### src/rtl/reg_wb_pkg.sv
// Shared constants for the register-file writeback arbiter.
// Grant codes are one-hot so bit N is directly requester N's ready.
package reg_wb_pkg;
    localparam int DATA_W_DEF = 32;
    localparam int ADDR_W_DEF = 5;
    localparam int CNT_W_DEF  = 16;

    localparam logic [1:0] GNT_NONE = 2'b00;
    localparam logic [1:0] GNT_0    = 2'b01;
    localparam logic [1:0] GNT_1    = 2'b10;

    localparam int REG_ZERO = 0;
endpackage

### src/rtl/rr_arb2.sv
// Two-way round-robin arbiter: one-hot grant from two valids, with the
// last_grant flop deciding contested cycles.
module rr_arb2
    import reg_wb_pkg::*;
(
    input  logic       clk,
    input  logic       rst,
    input  logic [1:0] valid,
    output logic [1:0] gnt
);
    logic last_grant;

    always_comb begin
        gnt = GNT_NONE;
        case (valid)
            2'b01:   gnt = GNT_0;
            2'b10:   gnt = GNT_1;
            2'b11:   gnt = last_grant ? GNT_0 : GNT_1;
            default: gnt = GNT_NONE;
        endcase
    end

    // Any grant implies valid&ready, so every grant is a completed handshake.
    always_ff @(posedge clk or negedge rst) begin
        if (!rst)
            last_grant <= 1'b1;
        else if (gnt != GNT_NONE)
            last_grant <= gnt[1];
    end
endmodule

### src/rtl/reg_wb_arbiter.sv
// Round-robin share of the register-file write port between ALU (0) and
// load (1) writeback, with a one-cycle stage that is forwarded to readers.
module reg_wb_arbiter
    import reg_wb_pkg::*;
#(
    parameter int DATA_WIDTH = DATA_W_DEF,
    parameter int ADDR_WIDTH = ADDR_W_DEF,
    parameter int CNT_WIDTH  = CNT_W_DEF
) (
    input  logic                  clk,
    input  logic                  rst,
    input  logic                  req0_valid,
    input  logic [ADDR_WIDTH-1:0] req0_addr,
    input  logic [DATA_WIDTH-1:0] req0_data,
    output logic                  req0_ready,
    input  logic                  req1_valid,
    input  logic [ADDR_WIDTH-1:0] req1_addr,
    input  logic [DATA_WIDTH-1:0] req1_data,
    output logic                  req1_ready,
    output logic                  rf_wen,
    output logic [ADDR_WIDTH-1:0] rf_waddr,
    output logic [DATA_WIDTH-1:0] rf_wdata,
    input  logic [ADDR_WIDTH-1:0] q_addr1,
    output logic                  q_hit1,
    output logic [DATA_WIDTH-1:0] q_data1,
    input  logic [ADDR_WIDTH-1:0] q_addr2,
    output logic                  q_hit2,
    output logic [DATA_WIDTH-1:0] q_data2,
    output logic [CNT_WIDTH-1:0]  acc_cnt0,
    output logic [CNT_WIDTH-1:0]  acc_cnt1
);
    localparam logic [ADDR_WIDTH-1:0] R0 = ADDR_WIDTH'(REG_ZERO);

    logic [1:0]                 gnt;
    logic [ADDR_WIDTH-1:0]      wr_addr;
    logic [DATA_WIDTH-1:0]      wr_data;
    logic                       stg_load;
    logic                       stg_valid;
    logic [ADDR_WIDTH-1:0]      stg_addr;
    logic [DATA_WIDTH-1:0]      stg_data;
    logic [1:0][CNT_WIDTH-1:0]  cnt;

    rr_arb2 u_arb (
        .clk   (clk),
        .rst   (rst),
        .valid ({req1_valid, req0_valid}),
        .gnt   (gnt)
    );

    assign req0_ready = gnt[0];
    assign req1_ready = gnt[1];

    assign wr_addr  = gnt[1] ? req1_addr : req0_addr;
    assign wr_data  = gnt[1] ? req1_data : req0_data;
    // Writes to register 0 complete the handshake but never reach the port.
    assign stg_load = (gnt != GNT_NONE) && (wr_addr != R0);

    always_ff @(posedge clk or negedge rst) begin
        if (!rst) begin
            stg_valid <= 1'b0;
            stg_addr  <= '0;
            stg_data  <= '0;
        end else begin
            stg_valid <= stg_load;
            if (stg_load) begin
                stg_addr <= wr_addr;
                stg_data <= wr_data;
            end
        end
    end

    assign rf_wen   = stg_valid;
    assign rf_waddr = stg_addr;
    assign rf_wdata = stg_data;

    assign q_hit1  = stg_valid && (stg_addr == q_addr1) && (q_addr1 != R0);
    assign q_hit2  = stg_valid && (stg_addr == q_addr2) && (q_addr2 != R0);
    assign q_data1 = q_hit1 ? stg_data : '0;
    assign q_data2 = q_hit2 ? stg_data : '0;

    for (genvar i = 0; i < 2; i++) begin : g_cnt
        always_ff @(posedge clk or negedge rst) begin
            if (!rst)
                cnt[i] <= '0;
            else if (gnt[i] && (cnt[i] != {CNT_WIDTH{1'b1}}))
                cnt[i] <= cnt[i] + 1'b1;
        end
    end

    assign acc_cnt0 = cnt[0];
    assign acc_cnt1 = cnt[1];
endmodule

### config.mk
export PLATFORM = sky130hd
export DESIGN_NAME = reg_wb_arbiter
export DESIGN_NICKNAME = d
export VERILOG_FILES = /design/src/rtl/reg_wb_pkg.sv /design/src/rtl/rr_arb2.sv /design/src/rtl/reg_wb_arbiter.sv
export SDC_FILE = /design/constraint.sdc
export NUM_CORES = 1
export LEC_CHECK = 0
export BUFFER_PORTS_ARGS = -buffer_cell sky130_fd_sc_hd__buf_2
export CAP_MARGIN = 20
export CORE_MARGIN = 3
export CORE_UTILIZATION = 45
export DETAILED_ROUTE_END_ITERATION = 10
export GPL_ROUTABILITY_DRIVEN = 0
export PLACE_DENSITY_LB_ADDON = 0.2
export REMOVE_ABC_BUFFERS = 1
export SETUP_SLACK_MARGIN = 0.05
export SYNTH_ARGS = -nofsm -noshare
export SYNTH_HDL_FRONTEND = slang
export SYNTH_SLANG_ARGS = --single-unit
### constraint.sdc
create_clock -name clk -period 3 [get_ports clk]
set_input_delay 0.15 -clock clk [delete_from_list [all_inputs] [get_ports clk]]
set_output_delay 0.15 -clock clk [all_outputs]
set_load 0.02 [all_outputs]
==> results of run 1 <==
worst max-delay path by stage:
stage                                       startpoint                        to  depth (start not counted)
after detailed placement  u_arb.last_grant$_DFFE_PN1P_   rf_wdata[1]$_DFFE_PN0P_                          6
after global placement    u_arb.last_grant$_DFFE_PN1P_  rf_wdata[31]$_DFFE_PN0P_                          6
after global routing           rf_waddr[4]$_DFFE_PN0P_                q_data2[3]                          5
final                          rf_waddr[4]$_DFFE_PN0P_               q_data2[25]                          5
after floorplan           u_arb.last_grant$_DFFE_PN1P_   rf_wdata[0]$_DFFE_PN0P_                          5
after CTS                      rf_waddr[4]$_DFFE_PN0P_               q_data2[25]                          5
cell type report:
type                    count  area, sq um
inverters                   4         15.0
clock buffers              12          135
well taps                 108          135
fillers                   786         3290
clock inverters             2         10.0
repair buffers            232         1180
flip-flops and latches     71         1780
multi-input cells         353         2250
synthesized netlist by cell type, drive strengths merged (6+ instances only):
cell type / count / share of area
nor3: 12 / 0.015
nand4: 9 / 0.014
xor2: 22 / 0.047
mux2: 37 / 0.10
and2: 65 / 0.098
nand3: 8 / 0.0097
mux2i: 6 / 0.015
nor2: 14 / 0.013
xnor2: 8 / 0.017
or2: 6 / 0.0091
clkbuf: 8 / 0.0073
nand2: 113 / 0.10
buf: 10 / 0.015
nor4: 11 / 0.018
dfrtp: 70 / 0.42
cells by family after synthesis:
family	share of synthesized area
simple gates	0.310
fa+ha+maj	0.00605
buf+inv	0.0260
mux	0.115
xor+xnor	0.0635
compound gates	0.0496
flops	0.430
per-layer routing:
metal  vias to the layer above  GRT usage  wire length, microns
li1                       1955          -                     -
met1                      1831      0.274                  4800
met2                       140      0.376                  5930
met3                        17     0.0389                   735
met4                         0     0.0676                   176
met5                         -          0                     0
critical path, cell delays in order (launching register included):
cell,delay [ns]
sky130_fd_sc_hd__dfrtp_1,0.44
sky130_fd_sc_hd__or2_2,0.29
sky130_fd_sc_hd__o21ai_0,0.12
sky130_fd_sc_hd__and4_1,0.73
sky130_fd_sc_hd__and2_1,0.23
sky130_fd_sc_hd__buf_2,0.17
through the flow:
stage | util | TNS, ns | instances | cell area (sq um)
after floorplan | - | -16.94 | 428 | 4040
after global placement | 0.608 | 0 | 767 | 5360
after detailed placement | 0.608 | 0 | 767 | 5360
final | 0.626 | 0 | 782 | 5510
after global routing | 0.626 | 0 | 782 | 5510
after CTS | 0.626 | 0 | 782 | 5510
sequential cells by signal (all words and copies together), names as in the netlist:
name              cells
rf_wdata             32
rf_wen                1
acc_cnt0             16
acc_cnt1             16
rf_waddr              5
u_arb.last_grant      1
power by group through the flow:
stage               combinational, W  clock, W  sequential, W
floorplan                   0.000341         0        0.00149
global placement            0.000877         0        0.00132
detailed placement          0.000894         0        0.00133
CTS                         0.000895  0.000632        0.00132
global route                0.000963  0.000675        0.00135
finish                      0.000880  0.000617        0.00132
==> results.txt, run 1 <==
----------------------------------------------------
[Run status]
  Result of the run ... finished, final reports clean

[Place]
  Number of I/O port buffers ... 225
  Post-detail-place hpwl ... 8880 microns
  Setup Slack @ Placement ... 0.587 ns

[Power and ir drop]
  Internal power ... between 0.0015 and 0.002 W
  Leakage power ... 3.04 nW
  Switching part of the total power ... 0.375
  Share of total power in sequential cells ... 0.468
  NetSw ... approximately 0.0011 W
  Combinational Power Share ... 0.313
  PwrDens ... 511 nW/um^2
  Worst voltage drop across the vdd grid ... between 400 and 500 uV
  Total chip power ... 0.00281 W
  Share of power burned in the clock network ... 0.219

[Route]
  Remaining antenna violation count after routing ... 0
  Vias/cell ... 5.04
  # DRC ... 0
  Detailed router's first-iteration violation count ... between 60 and 70
  Final wirelength ... 11600 microns
  Number of search-and-repair iterations in the first detailed-routing pass ... 4
  Total vias in the final route ... roughly 4000
  Post-DR wirelength/cell ... between 10 and 15 microns

[Setup path]
  Endpoint required time on the critical path ... 2.85 ns
  Kind of start point of the critical path ... register
  Type of the setup path with the least slack ... register to output port
  Critical register-to-register path endpoint ... rf_wdata[31]$_DFFE_PN0P_
  Critical path arrival ... 2.31 ns
  Worst setup EP type ... output port
  Reg-to-reg setup timing slack ... 0.60 ns
  Beginning of the worst register-to-register path ... u_arb.last_grant$_DFFE_PN1P_
  Worst Reg-to-Reg Cells ... 6
  Critical path peak fanout ... 33

[Clock tree]
  CTS clk-pin slew, worst paths ... around 0.07 ns
  Clock latency on the worst-skew pair ... around 0.33 ns
  Count of buffers added by post-CTS timing repair for setup ... 0
  Root cell of the clock tree ... sky130_fd_sc_hd__clkbuf_8
  Quantity of hold-fixing buffers added after cts ... 1
  Clk buf depth ... 2
  Clk sinks ... 71
  PostCTS Resize Cnt ... 0
  TritonCTS clock tree ... done
  Num CTS Buffers ... 9
  CTS H-Tree Depth ... 3

[Hold path]
  Min-delay src ... req0_valid
  Class of the worst hold path ... input port to register
  End point of the most critical hold path ... u_arb.last_grant$_DFFE_PN1P_
  Hold depth ... 2

[STA]
  Slew at the pin closest to its max-slew limit ... around 0.88 ns
  Max_slew headroom ... 0.416
  Peak Freq ... around 410 MHz
  Count of endpoints failing setup in the final report ... 0
  Final setup margin ... 0.540 ns
  Post-layout minimum cycle time ... roughly 2.5 ns
  Final hold violation count ... 0
  Final cycle utilization of the critical path ... 0.820
  Final Skew ... roughly 0.0064 ns
  Worst hold margin ... ~0.044 ns
  Pins Over Slew Limit ... 0
  Unrepaired setup endpoints after global routing ... no

[Cells and area]
  Number of nets at the end of the flow ... roughly 760
  Area grow syn2layout ... 33.3%
  Fraction of final layout cells sized beyond drive strength 1 ... 0.392
  Commonest non-fill, non-tap cells in the layout ... 224 x sky130_fd_sc_hd__buf_2, 113 x sky130_fd_sc_hd__nand2_1, 70 x sky130_fd_sc_hd__dfrtp_1, 65 x sky130_fd_sc_hd__and2_1, 29 x sky130_fd_sc_hd__mux2_1
  Total inserted antenna cells ... 0
  Most frequent standard cell in the layout excluding fill and tap cells ... sky130_fd_sc_hd__buf_2

[Die]
  Initial Util ... 0.470
  Area enclosed by the die boundary ... just over 10000 sq um
  Placement row count ... 34
  Horizontal extent of the die ... roughly 100 microns
  Die Height ... roughly 100 microns
  Core area ... a little under 9000 sq um
  Number of placed I/O pins ... 226

[Global route]
  Via count of the first global-routing pass ... 3564
  Total global routing overflow ... 0
  Largest net degree at the start of global routing ... 72
  GRT Overall Usage ... 0.216
  Antenna violations before repair ... 0
  First-pass GRT wire length ... approximately 18000 microns

[Yosys]
  Register bit count reported by yosys ... 71
  Per-instance average area after synthesis ... just over 9 sq um
  Sequential share of the synthesized area ... 0.430
  Post-synthesis instance area ... a little over 4000 sq um
  Count of yosys warnings during synthesis ... 0
  Post-synth cell types ... 49
  Number of cells produced by synthesis ... 446
  Number of enable-type register cells in the synthesized netlist ... 0
  Ys flop type ... sky130_fd_sc_hd__dfrtp_1
  Fraction of registers with async set/reset ... 1.00

[Job]
  Max_cap viols ... 0

----------------------------------------------------
No activity file was read; power rests on OpenSTA's default activity.
==> run 2, diff against run 1 <==
Clock period 3 ns to 2.3 ns, I/O delays scaled along.
==> run 2 against run 1 <==
  * Die area stayed put
  * Critical path depth is 1 higher
  * Utilization is 0.54 points higher
  * Power is 31% higher
  * Critical path type is now register to register
  * Critical endpoint is now rf_wdata[24]$_DFFE_PN0P_
  * Largest cell class unchanged
  * Largest power group unchanged
  * Highest routed layer unchanged
==> results.txt, run 2 (synthesis results as in run 1) <==
----------------------------------------------------
[Route]
  Number of search-and-repair iterations in the first detailed-routing pass ... 4
  Highest layer used for signal routing ... met4
  # DRC ... 0
  Total vias in the final route ... 3931
  Remaining antenna violation count after routing ... 0
  Vias/cell ... 5.01
  Routed metal-1 wirelength ... 4760 microns
  DR WL met2 ... roughly 6000 microns
  Detailed router's first-iteration violation count ... ~110
  Detailed route wirelength on metal3 ... 753 microns
  Post-DR wirelength/cell ... ~15 microns
  Final wirelength ... roughly 12000 microns

[Cells and area]
  Final instance area ... approximately 5600 sq um
  Largest register FFs ... 32
  Final core occ ... 0.631
  Commonest non-fill, non-tap cells in the layout ... 224 x sky130_fd_sc_hd__buf_2, 113 x sky130_fd_sc_hd__nand2_1, 70 x sky130_fd_sc_hd__dfrtp_1, 65 x sky130_fd_sc_hd__and2_1, 29 x sky130_fd_sc_hd__mux2_1
  Total inserted antenna cells ... 0
  Area grow syn2layout ... 34.4%
  Number of nets at the end of the flow ... approximately 760
  Layout fillers ... 796
  Post-route non-filler standard cell count ... roughly 780
  Most frequent standard cell in the layout excluding fill and tap cells ... sky130_fd_sc_hd__buf_2
  Fraction of final layout cells sized beyond drive strength 1 ... 0.395

[Clock tree]
  CTS clk-pin slew, worst paths ... roughly 0.070 ns
  CTS H-Tree Depth ... 3
  TritonCTS clock tree ... done
  Clock latency on the worst-skew pair ... 0.32 ns
  Root cell of the clock tree ... sky130_fd_sc_hd__clkbuf_8
  Clk sinks ... just over 70
  Num CTS Buffers ... 9
  Count of buffers added by post-CTS timing repair for setup ... 0
  Clk buf depth ... 2

[Power and ir drop]
  Internal power ... around 0.0023 W
  Share of total power in sequential cells ... 0.467
  PwrDens ... 664 nW/um^2
  Worst voltage drop across the vdd grid ... about 570 uV
  Combinational Power Share ... 0.313
  Switching part of the total power ... 0.370
  Leakage power ... between 3 and 4 nW
  Total chip power ... 0.00369 W
  NetSw ... roughly 0.0014 W
  Share of power burned in the clock network ... 0.220

[Global route]
  Total global routing overflow ... 0
  Antenna violations before repair ... 0
  GRT Overall Usage ... 0.218
  Via count of the first global-routing pass ... approximately 3600
  First-pass GRT wire length ... 18100 microns
  Largest net degree at the start of global routing ... between 70 and 80

[STA]
  Final hold violation count ... 0
  Slew at the pin closest to its max-slew limit ... 0.878 ns
  Count of endpoints failing setup in the final report ... 0
  Post-layout minimum cycle time ... about 2.1 ns
  Final cycle utilization of the critical path ... 0.921
  Pins Over Slew Limit ... 0
  Unrepaired setup endpoints after global routing ... no
  Final Skew ... between 0.009 and 0.01 ns
  Worst hold margin ... slightly below 0.07 ns
  Peak Freq ... between 400 and 500 MHz
  Max_slew headroom ... 0.415

[Job]
  Max_cap viols ... 0

[Die]
  Die Height ... between 100 and 150 microns
  Number of placed I/O pins ... roughly 230
  Core area ... 8810 sq um
  Area enclosed by the die boundary ... 10400 sq um
  Placement row count ... 34
  Initial Util ... 0.470
  Horizontal extent of the die ... a little over 100 microns

[Hold path]
  Class of the worst hold path ... input port to register

[Setup path]
  Type of the setup path with the least slack ... register to register
  Critical path arrival ... 2.32 ns
  Critical path peak fanout ... 34
  Endpoint required time on the critical path ... roughly 2.5 ns
  Kind of start point of the critical path ... register
  Worst setup EP type ... register

[Place]
  Post-detail-place hpwl ... 8900 microns
  Number of I/O port buffers ... between 200 and 250
  Post-place instance area ... roughly 5400 sq um
  Placed Cells ... just under 800

[Run status]
  Result of the run ... finished, final reports clean

----------------------------------------------------
==> run 2: final cells by class <==
type | instances | area, sq um | area share
clock buffer | 11 | 141 | 0.0254
inverter | 4 | 15.0 | 0.00270
timing repair buffer | 235 | 1220 | 0.220
sequential | 71 | 1780 | 0.320
multi-input combinational | 353 | 2250 | 0.406
clock inverter | 2 | 10.0 | 0.00180
tap | 108 | 135 | 0.0243
==> run 2: final timing paths <==
kind,from,to,slack (ns),cells past startpoint
max reg2reg,u_arb.last_grant$_DFFE_PN1P_,rf_wdata[24]$_DFFE_PN0P_,0.18,6
min,req1_valid,u_arb.last_grant$_DFFE_PN1P_,0.07,3
max in group asynchronous,rst,acc_cnt0[4]$_DFFE_PN0P_,1.29,2
min reg2reg,acc_cnt0[14]$_DFFE_PN0P_,acc_cnt0[14]$_DFFE_PN0P_,0.50,1
max,u_arb.last_grant$_DFFE_PN1P_,rf_wdata[24]$_DFFE_PN0P_,0.18,6
min in group asynchronous,rst,acc_cnt0[1]$_DFFE_PN0P_,0.44,2
==> run 2: layer usage <==
metal	track usage	up-vias
li1	-	1958
met1	0.273	1819
met2	0.393	143
met3	0.0362	11
met4	0.0555	0
met5	0	-
==> run 2: repair_timing <==
item,in CTS,in global routing
setup endpoints to repair,0,1
hold endpoints to repair,71,0
hold buffers,2,0
resized for setup,0,1
==> run 2: per-stage QoR <==
step / setup WS (ns) / setup TNS [ns]
2_1_floorplan: -1.24 / -61.59
3_3_place_gp: 0.222 / 0
3_5_place_dp: 0.179 / 0
4_1_cts: 0.158 / 0
5_1_grt: 0.0867 / 0
6_report: 0.182 / 0
==> run 2: worst max-delay path, stage by stage, from the launching register on <==
cell	delay, ns
sky130_fd_sc_hd__dfstp_2	0.55
sky130_fd_sc_hd__a21bo_1	0.16
sky130_fd_sc_hd__inv_2	0.04
sky130_fd_sc_hd__or4_4	0.44
sky130_fd_sc_hd__o221ai_4	0.21
sky130_fd_sc_hd__buf_12	0.23
sky130_fd_sc_hd__mux2_1	0.35
==> run 2: power by group through the flow <==
stage          registers, W  logic (W)  clock network [W]
2_1_floorplan       0.00194   0.000445                  0
3_3_place_gp        0.00173    0.00115                  0
3_5_place_dp        0.00174    0.00117                  0
4_1_cts             0.00172    0.00117           0.000853
5_1_grt             0.00176    0.00127           0.000914
6_report            0.00172    0.00116           0.000812
